File: src/rtl/fwd_track_unit_if.sv
// rtl/fwd_track_unit_if.sv - decode-side issue, result and read-port bundle for fwd_track_unit
interface fwd_track_unit_if #(
  parameter int WIDTH = 32,
  parameter int AW    = 5,
  parameter int DEPTH = 3,
  parameter int NRD   = 2,
  parameter int TW    = 2
);
  logic                   iss_valid;
  logic [AW-1:0]          iss_dst;
  logic [TW-1:0]          iss_tnew;
  logic                   flush;
  logic [DEPTH-1:0]       res_wr;
  logic [DEPTH*WIDTH-1:0] res_data;
  logic [NRD*AW-1:0]      rd_addr;
  logic [NRD*TW-1:0]      rd_tuse;
  logic [NRD*WIDTH-1:0]   rd_rfdata;
  logic [NRD*WIDTH-1:0]   rd_data;
  logic [NRD-1:0]         rd_pend;
  logic                   stall;

  modport master (
    output iss_valid, iss_dst, iss_tnew, flush, res_wr, res_data,
           rd_addr, rd_tuse, rd_rfdata,
    input  rd_data, rd_pend, stall
  );

  modport slave (
    input  iss_valid, iss_dst, iss_tnew, flush, res_wr, res_data,
           rd_addr, rd_tuse, rd_rfdata,
    output rd_data, rd_pend, stall
  );
endinterface

File: src/rtl/fwd_track_unit.sv
// rtl/fwd_track_unit.sv - in-flight write tracker resolving forwarded operands and decode stalls
module fwd_track_unit #(
  parameter int WIDTH = 32,
  parameter int AW    = 5,
  parameter int DEPTH = 3,
  parameter int NRD   = 2,
  parameter int TW    = 2
) (
  input  logic            clk,
  input  logic            reset,
  fwd_track_unit_if.slave bus
);

  logic [DEPTH-1:0]            valid_q, valid_d;
  logic [DEPTH-1:0][AW-1:0]    dst_q,   dst_d;
  logic [DEPTH-1:0][TW-1:0]    tnew_q,  tnew_d;
  logic [DEPTH-1:0][WIDTH-1:0] data_q,  data_d;
  logic [DEPTH-1:0]            rdy_q,   rdy_d;

  logic [DEPTH-1:0]            rdy_eff;
  logic [DEPTH-1:0][WIDTH-1:0] data_eff;

  logic [NRD*WIDTH-1:0] rd_data_c;
  logic [NRD-1:0]       rd_pend_c;
  logic [NRD-1:0]       stall_req;
  logic                 stall_c;

  // A result arriving this cycle is visible to readers and to the shift alike.
  always_comb begin
    for (int k = 0; k < DEPTH; k++) begin
      rdy_eff[k]  = rdy_q[k];
      data_eff[k] = data_q[k];
      if (bus.res_wr[k] && valid_q[k]) begin
        rdy_eff[k]  = 1'b1;
        data_eff[k] = bus.res_data[k*WIDTH +: WIDTH];
      end
    end
  end

  always_comb begin : port_resolve
    logic [AW-1:0]    addr;
    logic [TW-1:0]    tuse;
    logic             m_found;
    logic             m_rdy;
    logic [WIDTH-1:0] m_data;
    logic [TW-1:0]    m_tnew;
    rd_data_c = bus.rd_rfdata;
    rd_pend_c = '0;
    stall_req = '0;
    for (int i = 0; i < NRD; i++) begin
      addr    = bus.rd_addr[i*AW +: AW];
      tuse    = bus.rd_tuse[i*TW +: TW];
      m_found = 1'b0;
      m_rdy   = 1'b0;
      m_data  = '0;
      m_tnew  = '0;
      // Walk oldest to youngest so the youngest match is the one left standing.
      for (int k = DEPTH-1; k >= 0; k--) begin
        if (valid_q[k] && (dst_q[k] == addr) && (addr != '0)) begin
          m_found = 1'b1;
          m_rdy   = rdy_eff[k];
          m_data  = data_eff[k];
          m_tnew  = tnew_q[k];
        end
      end
      if (m_found) begin
        if (m_rdy) begin
          rd_data_c[i*WIDTH +: WIDTH] = m_data;
        end else if (m_tnew <= tuse) begin
          rd_pend_c[i] = 1'b1;
        end else begin
          stall_req[i] = 1'b1;
        end
      end
    end
    stall_c = |stall_req;
  end

  always_comb begin
    valid_d[0] = 1'b0;
    dst_d[0]   = '0;
    tnew_d[0]  = '0;
    data_d[0]  = '0;
    rdy_d[0]   = 1'b0;
    if (!stall_c && !bus.flush) begin
      valid_d[0] = bus.iss_valid && (bus.iss_dst != '0);
      dst_d[0]   = bus.iss_dst;
      tnew_d[0]  = bus.iss_tnew;
      rdy_d[0]   = (bus.iss_tnew == '0);
    end
    for (int k = 0; k < DEPTH-1; k++) begin
      valid_d[k+1] = valid_q[k];
      dst_d[k+1]   = dst_q[k];
      tnew_d[k+1]  = (tnew_q[k] == '0) ? '0 : tnew_q[k] - TW'(1);
      data_d[k+1]  = data_eff[k];
      rdy_d[k+1]   = rdy_eff[k];
    end
  end

  always_ff @(posedge clk) begin
    if (reset) begin
      valid_q <= '0;
      dst_q   <= '0;
      tnew_q  <= '0;
      data_q  <= '0;
      rdy_q   <= '0;
    end else begin
      valid_q <= valid_d;
      dst_q   <= dst_d;
      tnew_q  <= tnew_d;
      data_q  <= data_d;
      rdy_q   <= rdy_d;
    end
  end

  assign bus.rd_data = rd_data_c;
  assign bus.rd_pend = rd_pend_c;
  assign bus.stall   = stall_c;

endmodule

File: src/flat_wrapper.sv
// flat-port wrapper written by rule: the top's interface ports become plain ports
module fwd_track_unit_flat 
#(
  parameter int WIDTH = 32,
  parameter int AW    = 5,
  parameter int DEPTH = 3,
  parameter int NRD   = 2,
  parameter int TW    = 2
)
  (clk, reset, bus_iss_valid, bus_iss_dst, bus_iss_tnew, bus_flush, bus_res_wr, bus_res_data, bus_rd_addr, bus_rd_tuse, bus_rd_rfdata, bus_rd_data, bus_rd_pend, bus_stall);
  fwd_track_unit_if #(.WIDTH(WIDTH), .AW(AW), .DEPTH(DEPTH), .NRD(NRD), .TW(TW)) bus_i ();
  input  logic clk;
  input  logic reset;
  input wire logic [$bits(bus_i.iss_valid)-1:0] bus_iss_valid;
  input wire logic [$bits(bus_i.iss_dst)-1:0] bus_iss_dst;
  input wire logic [$bits(bus_i.iss_tnew)-1:0] bus_iss_tnew;
  input wire logic [$bits(bus_i.flush)-1:0] bus_flush;
  input wire logic [$bits(bus_i.res_wr)-1:0] bus_res_wr;
  input wire logic [$bits(bus_i.res_data)-1:0] bus_res_data;
  input wire logic [$bits(bus_i.rd_addr)-1:0] bus_rd_addr;
  input wire logic [$bits(bus_i.rd_tuse)-1:0] bus_rd_tuse;
  input wire logic [$bits(bus_i.rd_rfdata)-1:0] bus_rd_rfdata;
  output wire logic [$bits(bus_i.rd_data)-1:0] bus_rd_data;
  output wire logic [$bits(bus_i.rd_pend)-1:0] bus_rd_pend;
  output wire logic [$bits(bus_i.stall)-1:0] bus_stall;
  assign bus_i.iss_valid = bus_iss_valid;
  assign bus_i.iss_dst = bus_iss_dst;
  assign bus_i.iss_tnew = bus_iss_tnew;
  assign bus_i.flush = bus_flush;
  assign bus_i.res_wr = bus_res_wr;
  assign bus_i.res_data = bus_res_data;
  assign bus_i.rd_addr = bus_rd_addr;
  assign bus_i.rd_tuse = bus_rd_tuse;
  assign bus_i.rd_rfdata = bus_rd_rfdata;
  assign bus_rd_data = bus_i.rd_data;
  assign bus_rd_pend = bus_i.rd_pend;
  assign bus_stall = bus_i.stall;
  fwd_track_unit #(.WIDTH(WIDTH), .AW(AW), .DEPTH(DEPTH), .NRD(NRD), .TW(TW)) u_core (.clk(clk), .reset(reset), .bus(bus_i));
endmodule
File: config.mk
export PLATFORM = sky130hd
export DESIGN_NAME = fwd_track_unit_flat
export DESIGN_NICKNAME = d
export VERILOG_FILES = /design/src/rtl/fwd_track_unit_if.sv /design/src/rtl/fwd_track_unit.sv /design/src/flat_wrapper.sv
export SDC_FILE = /design/constraint.sdc
export NUM_CORES = 1
export LEC_CHECK = 0
export CAP_MARGIN = 20
export CORE_MARGIN = 2
export CORE_UTILIZATION = 65
export CTS_BUF_LIST = sky130_fd_sc_hd__clkbuf_4
export DETAILED_ROUTE_END_ITERATION = 10
export DONT_BUFFER_PORTS = 1
export PLACE_DENSITY = 0.81
export SYNTH_ARGS = -nofsm -noshare
export SYNTH_HDL_FRONTEND = slang
export SYNTH_SLANG_ARGS = --single-unit
File: constraint.sdc
create_clock -name clk -period 6.7 [get_ports clk]
set_input_delay 1.675 -clock clk [delete_from_list [all_inputs] [get_ports clk]]
set_output_delay 1.675 -clock clk [all_outputs]
set_load 0.02 [all_outputs]
; Word-level counts from Yosys, hierarchy flattened
; Index checks and enable logic that the tools add are counted.
[classes]
addsub = 2
magnitude_cmp = 2
eq_ne = 6
mux = 46
bitwise_logic = 1
reduce_logical = 29
[ops]
columns = cell, count
row1 = 2-to-1 mux 32 bit, 13
row2 = equality test 5 bit, 6
row3 = 2-to-1 mux 1 bit, 27
row4 = logical AND 1 bit, 17
row5 = nonzero test 5 bit, 3
row6 = 2-to-1 mux 2 bit, 6
row7 = OR reduction 2 bit, 4
row8 = logical NOT 2 bit, 3
row9 = <= comparator 2 bit, 2
row10 = "subtractor 2 x 1 -> 2 bit, second input constant", 2
row11 = logical NOT 1 bit, 2
row12 = inverter 1 bit, 1
[totals]
reg_bits = 91
input_bits = 188
out_inout_bits = 67
word_cells = 98

; Depth between registers and ports, before layout
; Gate-level depths: netlist (run 1).
[logic_depth]
word_depth = 15
ltp_mapped = 15
ltp_nobuf = 13

; Least setup slack after synthesis (run 1)
; No wires, ideal clock.
[synth_path]
path_type = input to output
startpoint = in bus_rd_addr[5]
endpoint = out bus_rd_pend[1]
arrival_time_ns = 4.130
t_required_ns = 5.025
path_slack_ns = 0.895
cell_stages = 11
path_buffers = 1
path_cell_list = or4_4 -> o211a_1 -> o211ai_1 -> clkbuf_1 -> o22ai_1 -> nand2_1 -> o21ai_0 -> ha_1 -> a21oi_1 -> a21oi_1 -> nor3_1
[synth_between]
elab_chain_cells = 10
word_cells_on_any_way = 23
classes_between = order compare: 1 / eq/ne: 3 / mux: 12 / reduce/logical: 7
[synth_rtl]
columns = element, line
row1 = from (decl), flat_wrapper.sv:20  ; input wire logic [$bits(bus_i.rd_addr)-1:0] bus_rd_addr;
row2 = equality test 5 bit, fwd_track_unit.sv:59  ; if (valid_q[k] && (dst_q[k] == addr) && (addr != '0)) begin
row3 = logical AND 1 bit (2 in a row), fwd_track_unit.sv:59
row4 = 2-to-1 mux 2 bit (3 in a row), fwd_track_unit.sv:59
row5 = <= comparator 2 bit, fwd_track_unit.sv:69  ; end else if (m_tnew <= tuse) begin
row6 = 2-to-1 mux 1 bit, fwd_track_unit.sv:69
row7 = 2-to-1 mux 1 bit, fwd_track_unit.sv:67  ; if (m_rdy) begin
row8 = 2-to-1 mux 1 bit (*), fwd_track_unit.sv:66  ; if (m_found) begin
row9 = to (decl), flat_wrapper.sv:24  ; output wire logic [$bits(bus_i.rd_pend)-1:0] bus_rd_pend;
; Every way passes the cells marked *; elsewhere a longest branch is shown, timed or not.

; Worst setup path in the final report (run 1)
[layout_path]
startpoint = in bus_rd_addr[0]
endpoint = out bus_stall
[layout_between]
elab_chain_cells = 11
word_cells_on_any_way = 24
classes_between = order compare: 1 / eq/ne: 3 / mux: 12 / reduce/logical: 8
[layout_rtl]
columns = element, line
row1 = equality test 5 bit, fwd_track_unit.sv:59
row2 = logical AND 1 bit (2 in a row), fwd_track_unit.sv:59
row3 = 2-to-1 mux 2 bit (3 in a row), fwd_track_unit.sv:59
row4 = <= comparator 2 bit, fwd_track_unit.sv:69
row5 = 2-to-1 mux 1 bit, fwd_track_unit.sv:69
row6 = 2-to-1 mux 1 bit, fwd_track_unit.sv:67
row7 = 2-to-1 mux 1 bit (*), fwd_track_unit.sv:66
row8 = OR reduction 2 bit (*), fwd_track_unit.sv:76  ; stall_c = |stall_req;
row9 = to (decl), flat_wrapper.sv:25  ; output wire logic [$bits(bus_i.stall)-1:0] bus_stall;
; Marks and branches as above.

==> impl_metrics.ini, run 1 <==
[run_status]
outcome = finished, final reports clean

[global_route]
grt_remaining_overflow = 0
grtUsageTotal_pct = 37.2
grt_pass1_wl_um = 30100
grt_pass1_vias = 6012
grt_antenna_before_repair = 0
grt_start_max_net_pins = 66

[floorplanning]
die_height_um = 101
io_pins = 255
start_util_pct = 66.9
fp.dieW_um = 101
num_rows = 35
die_area_um2 = 10300
core_area_um2 = 9200

[synth]
avgSynthCellArea_um2 = 8.16
yosys_warnings = 0
synth_edf_count = 0
netlist_area_um2 = 6150
synth-async-reset-ratio_pct = 0
ys_seq_elements = 91
syn_inst = 754
ys_types = 56
synth_seq_area_share_pct = 29.6
synth_ff_type = dfxtp_1
synth_nets = 948

[timing]
hold_violations = 0
maxSlewHeadroom_pct = 34.9
drv_slew = 0
finalSetupViolations = 0
fin_worst_hold_slack_ns = 0.489
fin_skew_ns = 0.0289
tightest_slew_ns = 0.974
worst_slack_ns = 0.434
finalSetupTns_ns = 0
fin_crit_sh_pct = 93.5
fin_crit_ns = 6.27
rsz0062_at_grt = false
max_freq_ghz = 0.160

[power_and_ir_drop]
p_leak_nw = 2.99
p_seq_share_pct = 55.0
power.switching_uw = 285
clkPwrFrac_pct = 30.6
p_sw_share_pct = 28.1
vdd_ir_drop_max_mv = 0.101
p_per_area_nw_per_um2 = 151
p_comb_share_pct = 14.3
internal_power_uw = 729

[clock_tree]
cts_tree = yes
cts_hold_buf = 0
cts_buffers = 9
root_buffer = clkbuf_4
post_cts_buffers = 0
clock_latency_ns = 0.46
ctsLongestPathBuffers = 2
clock_sinks = 91
cts_resized = 0
h-tree-depth = 3
clkTransAtPathRegs_ns = 0.13

[placed_design]
io_buffers = 0
dp_slack_ns = 0.582
place.gp.congestion = 0.899
dp.cells = 879
post-dp-hpwl_um = 14000

[worst_setup_path]
arrival_ns = 4.59
rr_endpoint = u_core.dst_d[7]
worstPathMaxFanout = 36
critical-path-max-stage-delay_ns = 0.82
crit_type = primary input to output pin
slowest_stage = nor2_4
crit_cells = 11
crit_path_end_kind = output pin
crit_chain = xnor2_1 -> nand4_1 -> nor2_4 -> nor3_1 -> a221oi_1 -> a21oi_1 -> ha_1 -> a21oi_1 -> a21oi_1 -> o21ai_0 -> o22ai_4
cp_top_family = simple AND/OR/NAND/NOR gates
cp_num_buf_inv = 0
crit_required_ns = 5.03
worst-r2r-setup-slack_ns = 3.10
cp-start-kind = primary input
cpMostUsedCell = a21oi_1
rr_worst_depth = 12
reg2reg_from = u_core.dst_d[12]

[drt]
routedWlPerCell_um = 22.6
wl_um = 20200
drtAntennaViolNets = 0
route.detailed.drc = 0
drt_first_pass_iters = 5
viasPerCell = 6.97
drtIter0Drc = 464
route.vias.total = 6233

[layout]
n_antenna_cell = 0
nets = 973
seq_area_um2 = 1820
fin_cells = 894
multi_input_area_um2 = 3840
fin_util_pct = 72.9
fillers = 728
areaGrowthSynthToFinish_pct = 9.03
drive_above_1_share_pct = 17.0

[hold_path]
min_path_cells = 1
hold_start = u_core.tnew_q[2]
hp-class = register to register
hold_end = u_core.tnew_q[4]

[flow_run]
drv_cap = 0
-- cell usage after synthesis (all sizes together) (5+ instances only) --
| master | instances | share of area [%] |
|---|---|---|
| mux2i | 95 | 15 |
| and2 | 32 | 3.3 |
| o221ai | 33 | 4.7 |
| o211ai | 5 | 0.92 |
| nor3 | 9 | 0.81 |
| dfxtp | 91 | 30 |
| nor2 | 79 | 4.9 |
| and3 | 33 | 3.8 |
| inv | 42 | 2.6 |
| o22ai | 34 | 3.7 |
| xnor2 | 26 | 3.7 |
| buf | 19 | 2.3 |
| o21ai | 67 | 5.5 |
| nor4 | 33 | 3.4 |
| nor2b | 13 | 1.3 |
| clkbuf | 44 | 2.7 |
| a21oi | 38 | 3.1 |
| nand2 | 16 | 0.98 |
| ha | 6 | 1.2 |
-- per-stage QoR --
stage          area, µm²  power (mW)
5_1_grt             6710        1.05
4_1_cts             6710        1.01
3_5_place_dp        6580       0.714
2_1_floorplan       6150       0.673
6_report            6710        1.01
3_3_place_gp        6560       0.710
-- routing by layer --
metal	track usage, %	vias to the layer above	routed length [µm]
met5	0	-	0
met4	19.9	0	721
met3	9.80	77	2320
met2	63.2	491	9800
met1	42.8	2891	7370
li1	-	2774	-
-- worst max-delay path by stage --
stage / startpoint / endpoint / slack [ns]
2_1_floorplan: bus_rd_addr[5] / bus_rd_pend[1] / 0.90
3_3_place_gp: bus_rd_addr[2] / bus_stall / 0.71
3_5_place_dp: bus_rd_addr[0] / bus_stall / 0.58
4_1_cts: bus_rd_addr[0] / bus_stall / 0.57
5_1_grt: bus_rd_addr[0] / bus_stall / 0.32
6_report: bus_rd_addr[0] / bus_stall / 0.43
-- cell usage in the layout, fill, tap and decap left out, types with 32 or more instances in the layout --
cell      count
a21oi_1      38
o21ai_0      60
nor2_1       77
o221ai_1     33
and2_1       32
o22ai_1      33
dfxtp_1      91
inv_1        42
buf_4        78
nor4_1       33
mux2i_1      95
-- registers in the layout (all words and copies together) (netlist names) --
register        cells
u_core.dst_d       10
u_core.data_q      64
u_core.dst_q        5
u_core.tnew_q       6
u_core.valid_q      3
u_core.rdy_q        3
-- kinds of logic after synthesis --
logic type	synth area share, %
simple gates	20.9
compound gates	19.9
buf+inv	8.44
mux	15.7
flops	29.6
xor+xnor	4.27
fa+ha+maj	1.22
-- cell type report --
class / count / share of cell area (%)
flip-flops and latches: 91 / 27.2
clock buffers: 10 / 1.12
repair buffers: 80 / 9.26
clock inverters: 5 / 0.802
multi-input cells: 555 / 57.2
inverters: 42 / 2.35
well taps: 111 / 2.07
-- power groups by stage --
| stage | Combinational [mW] | Sequential, mW | Clock (mW) |
|---|---|---|---|
| 4_1_cts | 0.145 | 0.558 | 0.308 |
| 6_report | 0.146 | 0.558 | 0.311 |
| 3_5_place_dp | 0.144 | 0.570 | 0 |
| 2_1_floorplan | 0.107 | 0.566 | 0 |
| 3_3_place_gp | 0.141 | 0.570 | 0 |
| 5_1_grt | 0.156 | 0.559 | 0.331 |
No activity file was read; power rests on OpenSTA's default activity.
==> inputs of run 2 (changes only) <==
Settings changed: CAP_MARGIN 20 to not set.
Clock period 6.7 ns to 7.7 ns, I/O delays scaled along.
==> run 2 against run 1 <==
  * Clock power fell by 19%
  * Power down 16%
  * Clock skew up 0.0010 ns
  * Via count fell by 3.7%
  * Register-to-register slack improved by 0.71 ns
==> impl_metrics.ini, run 2 (same netlist as run 1, synthesis figures left out) <==
[timing]
fin_crit_ns = 6.85
fin_crit_sh_pct = 89.0
drv_slew = 0
tightest_slew_ns = 1.29
finalSetupViolations = 0
hold_violations = 0
fin_skew_ns = 0.0299
fin_worst_hold_slack_ns = 0.478
rsz0062_at_grt = false
finalSetupTns_ns = 0
max_freq_ghz = 0.146
maxSlewHeadroom_pct = 14.0

[drt]
route.vias.total = 6001
drtIter0Drc = 587
drt_first_pass_iters = 5
drtAntennaViolNets = 0
wl_um = 19400
routedWlPerCell_um = 22.5
viasPerCell = 6.97
route.detailed.drc = 0

[layout]
layout_commonest_cell = mux2i_1
areaGrowthSynthToFinish_pct = 4.50
fillers = 769
top_register = u_core.data_q
largest_register_ffs = 64
multi_input_area_um2 = 3840
seq_area_um2 = 1820
n_antenna_cell = 0
drive_above_1_share_pct = 13.5
layout_common_cells = 95 x mux2i_1, 91 x dfxtp_1, 77 x nor2_1, 60 x o21ai_0, 46 x buf_4
nets = 939

[worst_setup_path]
slowest_stage = nand3_1
arrival_ns = 4.93
critical-path-max-stage-delay_ns = 0.72
startpoint = bus_rd_addr[5]
crit_chain = or4_4 -> o211a_1 -> nand2_1 -> nand3_1 -> buf_4 -> a21oi_1 -> buf_4
crit_required_ns = 5.78
cp-start-kind = primary input
crit_path_end_kind = output pin
worstPathMaxFanout = 25
cpMostUsedCell = buf_4
reg2reg_from = u_core.valid_q[0]
crit_type = primary input to output pin

[clock_tree]
root_buffer = clkbuf_4
cts_buffers = 9
clock_sinks = 91
clock_latency_ns = 0.45
ctsLongestPathBuffers = 2
post_cts_buffers = 0
clkTransAtPathRegs_ns = 0.14
h-tree-depth = 3
cts_hold_buf = 0
cts_resized = 0
cts_tree = yes

[power_and_ir_drop]
p_per_area_nw_per_um2 = 132
vdd_ir_drop_max_mv = 0.0890
p_leak_nw = 2.83

[floorplanning]
num_rows = 35
core_area_um2 = 9200
die_area_um2 = 10300
start_util_pct = 66.9
die_height_um = 101
fp.dieW_um = 101
io_pins = 255

[global_route]
grt_start_max_net_pins = 53
grt_pass1_vias = 5918
grt_remaining_overflow = 0
grtUsageTotal_pct = 36.0
grt_antenna_before_repair = 0
grt_pass1_wl_um = 29500

[placed_design]
post-dp-hpwl_um = 13100
io_buffers = 0
place.gp.congestion = 0.923

[hold_path]
hold_start = u_core.tnew_q[2]
hp-class = register to register

[flow_run]
drv_cap = 0

[run_status]
outcome = finished, final reports clean
run 2: changes by cell type in the layout (fill, tap and decap cells not counted):
cell,change
clkinvlp_4,-1
clkinv_4,+3
clkinv_1,-1
inv_8,+1
buf_4,-32
bufinv_16,-1
buf_12,-1
buf_8,-1
run 2: path summary, 6_finish.rpt:
kind                      end  slack [ns]  depth (start not counted)
max           bus_rd_data[47]        0.85                          7
min          u_core.tnew_q[4]        0.48                          1
max reg2reg   u_core.dst_d[8]        3.81                          8
min reg2reg  u_core.tnew_q[4]        0.48                          1
run 2: critical path, delay by kind of cell:
kind	cells	cell delay, ns
buffers and inverters	2	0.61
AO/OA/AOI/OAI	2	0.42
AND/OR/NAND/NOR	3	1.95
run 2: through the flow:
stage	util (%)	instances	total power, mW	setup slack (ns)	instance area (µm²)
floorplan	-	754	0.586	1.40	6150
global placement	68.5	845	0.605	1.02	6300
detailed placement	68.5	845	0.607	0.911	6300
CTS	69.9	861	0.854	0.913	6430
global route	69.9	861	0.883	0.712	6430
finish	69.9	861	0.851	0.846	6430
run 2: layout make-up:
type,count,share of cell area (%)
Clock inverter,6,0.779
Clock buffer,10,1.17
Sequential cell,91,28.3
Tap cell,111,2.16
Inverter,42,2.45
Multi-Input combinational cell,555,59.7
Timing Repair Buffer,46,5.37
run 2: metal layers:
metal | routed length [µm] | global-route usage [%] | vias to the layer above
met5 | 0 | 0 | -
met4 | 452 | 16.3 | 0
met3 | 2120 | 8.63 | 46
met2 | 9380 | 60.1 | 410
met1 | 7410 | 43.9 | 2834
li1 | - | - | 2711
run 2: where the power goes:
group / switching, mW / leakage, nW / internal, mW
combinational: 0.0677 / 2.02 / 0.0443
clock: 0.178 / 0.0705 / 0.0744
sequential: 0.00736 / 0.737 / 0.479
